===== config.mk =====
export PLATFORM = sky130hd
export DESIGN_NAME = uart_gesture_reporter
export DESIGN_NICKNAME = d
export VERILOG_FILES = /design/src/rtl/uart_gesture_reporter.sv
export SDC_FILE = /design/constraint.sdc
export NUM_CORES = 1
export LEC_CHECK = 0
export CELL_PAD_IN_SITES_DETAIL_PLACEMENT = 1
export CELL_PAD_IN_SITES_GLOBAL_PLACEMENT = 1
export CORE_MARGIN = 2
export CORE_UTILIZATION = 33
export CTS_CLUSTER_DIAMETER = 100
export DETAILED_ROUTE_END_ITERATION = 8
export PLACE_DENSITY = 0.69
export SYNTH_ARGS = -nofsm -noshare
export SYNTH_HDL_FRONTEND = slang
export SYNTH_SLANG_ARGS = --single-unit

===== constraint.sdc =====
create_clock -name clk -period 3.38 [get_ports clk]
set_clock_uncertainty 0.1 [all_clocks]
set_input_delay 0.676 -clock clk [delete_from_list [all_inputs] [get_ports clk]]
set_output_delay 0.676 -clock clk [all_outputs]
set_load 0.05 [all_outputs]

===== src/rtl/uart_gesture_reporter.sv =====
// Gesture event queue plus ASCII line formatter driving an 8N1 serializer.
// Define CONF_HEX_EN to append " XX" (confidence in hex) before CRLF.
module uart_gesture_tx #(
  parameter int CPB = 104
) (
  input  logic       clk,
  input  logic       rst,
  input  logic       valid_i,
  input  logic [7:0] data_i,
  output logic       tx_o,
  output logic       busy_o
);
  localparam int CW = (CPB > 1) ? $clog2(CPB) : 1;
  localparam logic [CW-1:0] CMAX = CW'(CPB - 1);

  logic [CW-1:0] cnt_q;
  logic [3:0]    bit_q;
  logic [8:0]    sh_q;
  logic          tx_q;
  logic          busy_q;

  // bit_q counts finished bit periods: 0 start, 1..8 data, 9 stop
  always_ff @(posedge clk) begin
    if (rst) begin
      cnt_q  <= '0;
      bit_q  <= '0;
      sh_q   <= '1;
      tx_q   <= 1'b1;
      busy_q <= 1'b0;
    end else if (!busy_q) begin
      if (valid_i) begin
        sh_q   <= {1'b1, data_i};
        tx_q   <= 1'b0;
        busy_q <= 1'b1;
        cnt_q  <= '0;
        bit_q  <= '0;
      end
    end else if (cnt_q != CMAX) begin
      cnt_q <= cnt_q + CW'(1);
    end else begin
      cnt_q <= '0;
      if (bit_q == 4'd9) begin
        busy_q <= 1'b0;
        tx_q   <= 1'b1;
      end else begin
        tx_q  <= sh_q[0];
        sh_q  <= {1'b1, sh_q[8:1]};
        bit_q <= bit_q + 4'd1;
      end
    end
  end

  assign tx_o   = tx_q;
  assign busy_o = busy_q;
endmodule

module uart_gesture_reporter #(
  parameter int CLK_FREQ_HZ = 12_000_000,
  parameter int BAUD_RATE   = 115200,
  parameter int NUM_CLASSES = 4,
  parameter int CLASS_W     = 3,
  parameter int FIFO_DEPTH  = 4
) (
  input  logic                        clk,
  input  logic                        rst,
  input  logic [CLASS_W-1:0]          gesture_class,
  input  logic                        gesture_valid,
  input  logic [7:0]                  gesture_confidence,
  output logic                        uart_tx,
  output logic                        busy,
  output logic [$clog2(FIFO_DEPTH):0] fifo_level,
  output logic [7:0]                  drop_count
);
  localparam int CPB = CLK_FREQ_HZ / BAUD_RATE;
  localparam int AW  = $clog2(FIFO_DEPTH);
  localparam int LW  = AW + 1;
  localparam int NW  = CLASS_W + 1;
`ifdef CONF_HEX_EN
  localparam int FW = CLASS_W + 8;
  localparam logic [3:0] EXTRA = 4'd3;
`else
  localparam int FW = CLASS_W;
  localparam logic [3:0] EXTRA = 4'd0;
`endif
  localparam logic [LW-1:0] FULL = LW'(FIFO_DEPTH);
  localparam logic [NW-1:0] NCLS = NW'(NUM_CLASSES);

  typedef enum logic [2:0] {
    S_IDLE, S_POP, S_LOAD, S_SEND, S_WAIT
  } state_t;

  state_t state_q, state_d;

  logic [FW-1:0] mem_q [FIFO_DEPTH];
  logic [AW-1:0] wp_q, rp_q;
  logic [LW-1:0] lvl_q;
  logic [7:0]    drop_q;

  logic [CLASS_W-1:0] cls_q, cls_d;
  logic [3:0]         idx_q, idx_d;
  logic [3:0]         len_q, len_d;
  logic [7:0]         byte_q, byte_d;
  logic [7:0]         msg_byte;

  logic               in_rng, full, pop, push;
  logic [FW-1:0]      wdata, rdata;
  logic [CLASS_W-1:0] rcls;
  logic [2:0]         c3;
  logic [3:0]         tl;
  logic               tx_valid, ser_busy;

  function automatic logic [3:0] text_len(input logic [2:0] c);
    case (c)
      3'd1, 3'd2: return 4'd4;
      3'd3:       return 4'd5;
      default:    return 4'd2;
    endcase
  endfunction

  function automatic logic [7:0] txt_char(
    input logic [2:0] c,
    input logic [3:0] i
  );
    logic [39:0] s;
    case (c)
      3'd0:    s = {"UP", 24'h0};
      3'd1:    s = {"DOWN", 8'h0};
      3'd2:    s = {"LEFT", 8'h0};
      3'd3:    s = "RIGHT";
      default: s = {"G", 5'b00110, c, 24'h0};
    endcase
    s = s << {i, 3'b000};
    return s[39:32];
  endfunction

  assign in_rng = {1'b0, gesture_class} < NCLS;
  assign full   = lvl_q == FULL;
  assign pop    = state_q == S_POP;
  assign push   = gesture_valid && in_rng && (!full || pop);
  assign rdata  = mem_q[rp_q];
  assign rcls   = rdata[FW-1 -: CLASS_W];

`ifdef CONF_HEX_EN
  logic [7:0] conf_q, conf_d;

  function automatic logic [7:0] hex(input logic [3:0] n);
    return (n < 4'd10) ? {4'h3, n} : 8'h37 + {4'h0, n};
  endfunction

  assign wdata = {gesture_class, gesture_confidence};
`else
  logic unused_conf;
  assign unused_conf = ^gesture_confidence;
  assign wdata = gesture_class;
`endif

  always_ff @(posedge clk) begin
    if (push) mem_q[wp_q] <= wdata;
  end

  always_ff @(posedge clk) begin
    if (rst) begin
      wp_q   <= '0;
      rp_q   <= '0;
      lvl_q  <= '0;
      drop_q <= '0;
    end else begin
      if (push) wp_q <= wp_q + AW'(1);
      if (pop)  rp_q <= rp_q + AW'(1);
      case ({push, pop})
        2'b10:   lvl_q <= lvl_q + LW'(1);
        2'b01:   lvl_q <= lvl_q - LW'(1);
        default: ;
      endcase
      if (gesture_valid && in_rng && full && !pop && drop_q != 8'hFF)
        drop_q <= drop_q + 8'd1;
    end
  end

  // Byte at idx: text, optional " XX", then CR LF
  assign c3 = 3'(cls_q);
  assign tl = text_len(c3);

  always_comb begin
    msg_byte = 8'h0A;
    if (idx_q < tl) msg_byte = txt_char(c3, idx_q);
`ifdef CONF_HEX_EN
    else if (idx_q == tl)         msg_byte = 8'h20;
    else if (idx_q == tl + 4'd1)  msg_byte = hex(conf_q[7:4]);
    else if (idx_q == tl + 4'd2)  msg_byte = hex(conf_q[3:0]);
`endif
    else if (idx_q == len_q - 4'd2) msg_byte = 8'h0D;
  end

  always_comb begin
    state_d  = state_q;
    cls_d    = cls_q;
    idx_d    = idx_q;
    len_d    = len_q;
    byte_d   = byte_q;
    tx_valid = 1'b0;
`ifdef CONF_HEX_EN
    conf_d   = conf_q;
`endif
    unique case (state_q)
      S_IDLE: if (lvl_q != '0) state_d = S_POP;
      S_POP: begin
        cls_d   = rcls;
`ifdef CONF_HEX_EN
        conf_d  = rdata[7:0];
`endif
        idx_d   = '0;
        len_d   = text_len(3'(rcls)) + 4'd2 + EXTRA;
        state_d = S_LOAD;
      end
      S_LOAD: begin
        byte_d  = msg_byte;
        state_d = S_SEND;
      end
      S_SEND: begin
        if (!ser_busy) begin
          tx_valid = 1'b1;
          state_d  = S_WAIT;
        end
      end
      S_WAIT: begin
        if (ser_busy) begin
          if (idx_q == len_q - 4'd1) begin
            state_d = S_IDLE;
          end else begin
            idx_d   = idx_q + 4'd1;
            state_d = S_LOAD;
          end
        end
      end
      default: state_d = S_IDLE;
    endcase
  end

  always_ff @(posedge clk) begin
    if (rst) begin
      state_q <= S_IDLE;
      cls_q   <= '0;
      idx_q   <= '0;
      len_q   <= '0;
      byte_q  <= '0;
`ifdef CONF_HEX_EN
      conf_q  <= '0;
`endif
    end else begin
      state_q <= state_d;
      cls_q   <= cls_d;
      idx_q   <= idx_d;
      len_q   <= len_d;
      byte_q  <= byte_d;
`ifdef CONF_HEX_EN
      conf_q  <= conf_d;
`endif
    end
  end

  uart_gesture_tx #(.CPB(CPB)) u_ser (
    .clk     (clk),
    .rst     (rst),
    .valid_i (tx_valid),
    .data_i  (byte_q),
    .tx_o    (uart_tx),
    .busy_o  (ser_busy)
  );

  assign busy       = (state_q != S_IDLE) || (lvl_q != '0) || ser_busy;
  assign fifo_level = lvl_q;
  assign drop_count = drop_q;
endmodule


; ---- Word-level counts from Yosys, hierarchy flattened
; Memories as Yosys holds them, arrays and structs flattened. A register that Yosys moved wholly into a read port is not among the register bits.
; Cells that the tools add are included.
[op_classes]
add_sub_neg = 11
order_cmp = 2
eq_ne = 24
shifts = 1
mux = 41
reduce_logical = 23
[op_table]
columns = cell, count
row1 = case mux 37 bit (4 select lines), 1
row2 = 2-to-1 mux 40 bit, 1
row3 = left shift 40 x 7 -> 40 bit, 1
row4 = 2-to-1 mux 9 bit, 4
row5 = 2-to-1 mux 4 bit, 7
row6 = 2-to-1 mux 7 bit, 3
row7 = == test 3 x 2 -> 1 bit (second input constant), 6
row8 = case mux 3 bit (2 select lines), 3
row9 = case mux 3 bit (5 select lines), 1
row10 = 2-to-1 mux 1 bit, 12
row11 = 2-to-1 mux 3 bit, 4
row12 = inequality test 2 bit (second input constant), 5
row13 = == test 3 x 1 -> 1 bit (second input constant), 3
row14 = AND reduction 3 bit, 3
row15 = adder 4 x 1 -> 4 bit (second input constant), 2
row16 = adder 8 x 1 -> 8 bit (second input constant), 1
row17 = == test 4 bit, 2
row18 = 2-to-1 mux 8 bit, 1
row19 = inequality test 8 bit (second input constant), 1
row20 = case mux 4 bit (2 select lines), 1
row21 = adder 7 x 1 -> 7 bit (second input constant), 1
row22 = inequality test 7 bit (second input constant), 1
row23 = == test 3 bit (second input constant), 2
row24 = logical NOT 3 bit, 2
row25 = 20 further kinds, 34
[totals]
register_bits = 59
ram_bits = 12
inputBits = 14
output_inout_bits = 13
word_cells = 117
memories = 1
[memory_table]
columns = memory, words, width, rd, rd_clocked_by_memory_dff, write_ports, line_no
row1 = mem_q, 4, 3, 1, 1, 1, 94  ; logic [FW-1:0] mem_q [FIFO_DEPTH];

; ---- Depth between registers and ports, before layout
[depth]
word_depth = 7
depth_mapped = 10
mapped_depth_nobuf = 9

; ---- Hierarchy
; From an unflattened synthesis, not the netlist that was laid out.
[unflattened]
cells_unflattened = 410
hier_area_um2 = 3677.3
[modules_own_cells]
columns = mod, instances, cells_each, area_per_inst_um2, seq_area_each_um2
row1 = uart_gesture_reporter, 1, 281, 2565.0, 1101.1
row2 = uart_gesture_tx, 1, 129, 1112.3, 420.4

; ---- Worst setup path before layout
; OpenSTA, ideal clock, no wires.
[synth_timing]
path_type = register -> register
start = register lvl_q[0] (netlist: fifo_level[0])
end = register lvl_q[2] (netlist: fifo_level[2])
setup_ns = 0.070
arrival_time_ns = 2.290
t_required_ns = 3.210
path_slack_ns = 0.920
stages_incl_launch_ff = 10
path_buffers = 0
period_less_slack_ns = 2.460
path_cell_list = dfxtp_1 nor2_1 a311oi_4 inv_1 ha_1 inv_1 fa_1 xor2_1 or3_1 a21oi_1
[synth_between]
elab_chain_cells = 6
elab_cells_between_ends = 10
classes_between = add/sub: 2 / eq/ne: 3 / mux: 1 / reduce/logical: 4
[synth_lines]
columns = item, line_no
row1 = start: declaration, 96  ; logic [LW-1:0] lvl_q;
row2 = start signal: assignment, 171  ; 2'b10: lvl_q <= lvl_q + LW'(1);
row3 = start signal: assignment, 172  ; 2'b01: lvl_q <= lvl_q - LW'(1);
row4 = == test 3 bit, 137  ; assign full = lvl_q == FULL;
row5 = logical NOT 1 bit, 139  ; assign push = gesture_valid && in_rng && (!full || pop);
row6 = logical OR 1 bit, 139
row7 = logical AND 1 bit, 139
row8 = == test 2 x 1 -> 1 bit or == test 2 bit (tied branches), 170  ; case ({push, pop})
row9 = case mux 3 bit (2 select lines) or nonzero test 2 bit (tied branches), n/a
; Several ways; a longest one is shown, not always the timed one.
; A chain may end at the register's enable or synchronous reset.

; ---- Worst setup path in the final report
[layout_timing]
start = register lvl_q[0] (netlist: fifo_level[0])
end = output port busy
[layout_between]
elab_chain_cells = 3
[layout_lines]
columns = item, line_no
row1 = nonzero test 3 bit, 271  ; assign busy = (state_q != S_IDLE) || (lvl_q != '0) || ser_busy;
row2 = logical OR 1 bit (2 in a row), 271
row3 = end: declaration, 70  ; output logic busy,
; No other way between the ends.

==> results_dict.tcl <==
set metrics [dict create \
    cts_root_buf "clkbuf_8" \
    r2r_cells 9 \
    ys_warn_count 0 \
    clkLatencyLatePin_ps 350 \
    cpPeakStageDelay_ps 720 \
    start_kind "register" \
    h-tree-depth 3 \
    grt_pass1_wl_um 14210 \
    path_clk_slew_ps 70 \
    wire_per_inst_um 14.60 \
    post_cts_buffers 0 \
    core_mm2 0.01089 \
    cts_tree "done" \
    synth.ff_latch_count 70 \
    die_y_um 109.9 \
    critical_path_depth 5 \
    critPathRequiredTime_ps 2600 \
    dieWidth_um 109.9 \
    synth_mux_area_share_pct 2.637 \
    gp_congestion 0.7409 \
    num_vias 2917 \
    leakagePower_nw 1.470 \
    area_growth_pct 13.79 \
    finalWirelength_um 8219 \
    power_mw 2.755 \
    synth.most_common_cell "dfxtp_1" \
    hold_depth 2 \
    grt_max_degree 48 \
    cts_sinks 70 \
    numPortBuffers 18 \
    fin_tns_setup_ps 0 \
    setup_viol 0 \
    async_reset_ff_share_pct 0 \
    synth_edf_count 12 \
    grt_pass1_vias 3000 \
    synth_area_leader_cell "dfxtp_1" \
    cp_num_buf_inv 1 \
    cp_cell_sequence "nor2_1 -> nand2_1 -> nor3_1 -> nand2b_1 -> clkdlybuf4s50_1" \
    synthTopCellsByCount "dfxtp_1, nor2_1, a21oi_1, nand2_1, inv_1" \
    cts_buffers 9 \
    cp_slowest_cell "clkdlybuf4s50_1" \
    row_count 38 \
    drt_pass1_iterations 4 \
    pin_count 27 \
    antenna_found_initial 0 \
    synth_xor_area_share_pct 4.496 \
    rsz0062_at_grt "false" \
    track_usage_pct 15.05 \
    diodes 0 \
    fin_cells 563 \
    yosys.area.top_type_share_pct 31.37 \
    synth_cell_type_count 63 \
    synthAdderAreaFrac_pct 5.612 \
    critical_path_arrival_ps 2150 \
    placed_area_mm2 0.003978 \
    synth_top_family_by_area "simple AND/OR/NAND/NOR gates" \
    crit_family "simple AND/OR/NAND/NOR gates" \
    syn_avg_cell_area_um2 9.138 \
    die_area_mm2 0.01208 \
    synth_area_leaders "dfxtp_1, edfxtp_1, ha_1" \
    global_route.overflow_total 0 \
    postLayoutCoreUtil_pct 38.68 \
    critPathMaxFanout 4 \
    num-fill-cells 1278 \
    drt_iter0_drc 110 \
    dp.cells 547 \
    yosysSeqAreaShare_pct 41.11 \
    clockBufferDepth 2 \
    start_util_pct 33.99 \
    drc 0 \
    nets 448 \
    finalCritPeriodShare_pct 86.49 \
    hold_path_class "reg2reg" \
    vdd.ir_drop.worst_v 0.0003734 \
    cts_resized 0 \
    drv_cap 0 \
    ant_nets 0 \
    status "completed" \
    min_period_ps 2923 \
    synth-simple-area-share_pct 21.87 \
    netlist_area_mm2 0.003701 \
    vias_per_cell 5.181 \
    setup_slack_ps 456.7 \
    pre_cts_slack_ps 429.0 \
    synth_nets 435 \
    finalHoldViolations 0 \
    fmax_ghz 0.3421 \
    netlist_instances 405 \
    post-dp-hpwl_um 5841 \
    synth_ff_type "dfxtp_1" \
    powerDensity_mw_per_mm2 654.1 \
    path_class "reg2out" \
    final_max_slew_viol_count 0 \
    final_area_mm2 0.004212 \
    drive_above_1_share_pct 8.274 \
    cts_hold_buf 0 \
    tightest_slew_ps 862.7 \
    hold_ws_ps 350.9 \
    end_kind "output pin" \
    synth_compound_area_share_pct 18.80 \
    slew_headroom_pct 42.49 \
]
-- logic make-up after synthesis --
group           Yosys count
flops                    70
fa+ha+maj                16
simple gates            157
compound gates           93
buf+inv                  44
mux                       6
xor+xnor                 19
-- layout by cell type (no fill, tap or decap), types with 3 or more instances in the layout --
master	synthesis	final
a31oi_1	3	3
buf_4	1	6
a21oi_1	32	32
mux2i_1	3	3
mux4_2	3	3
clkdlybuf4s50_1	0	17
nand3b_1	4	4
and2_1	8	8
a41oi_1	3	3
a2111oi_0	7	7
xor2_1	6	6
nor3_1	12	12
nand3_1	8	8
xnor2_1	13	13
a21o_1	3	3
ha_1	15	15
or3_1	3	3
nor2b_1	19	19
clkbuf_8	0	9
and3_1	4	4
nor2_1	47	47
nand2_1	29	29
a211oi_1	7	7
a311oi_1	7	7
nand2b_1	5	5
dfxtp_1	58	58
inv_1	21	21
edfxtp_1	12	12
o21ai_0	10	10
-- per-layer routing --
layer / global-route usage (%) / part of all wire (%) / vias up
met2: 25.11 / 48 / 32
met3: 4.327 / 3.3 / 10
met5: 0 / 0 / -
met4: 3.797 / 1.1 / 0
li1: - / - / 1475
met1: 19.06 / 47 / 1400
-- sequential cells by signal (all words and copies together) (netlist names), 4 cells and up, named ones only --
register / count
mem_q: 12
u_ser.cnt_q: 7
u_ser.sh_q: 8
idx_q: 4
u_ser.bit_q: 4
drop_count: 8
byte_q: 7
-- area by class of cell --
class	instances	area [µm²]	share of cell area [%]
inverters	22	83.83	1.990
repair buffers	24	220.2	5.229
clock buffers	11	152.6	3.624
flip-flops and latches	70	1521	36.13
well taps	140	175.2	4.159
multi-input cells	291	1977	46.94
clock inverters	5	81.33	1.931
-- worst register-to-register path, cell delays in order (launching register included) --
cell,delay [ps]
dfxtp_1,460
or3b_4,510
a311oi_4,440
inv_1,100
ha_1,240
inv_1,70
fa_1,200
xor2_1,90
or3_1,300
a21oi_1,140
-- path summary, 6_finish.rpt --
check / from / slack, ps / to
max: fifo_level[0] / 460 / busy
min reg2reg: byte_q[5] / 350 / byte_q[5]
min: byte_q[5] / 350 / byte_q[5]
max reg2reg: state_q[0] / 660 / fifo_level[2]
-- power breakdown --
| group | switching, mW | total, mW | internal, mW |
|---|---|---|---|
| Sequential | 0.107 | 1.07 | 0.963 |
| Clock | 0.327 | 0.788 | 0.461 |
| Combinational | 0.553 | 0.897 | 0.344 |
Note: power is estimated with default switching activity, not from simulation.
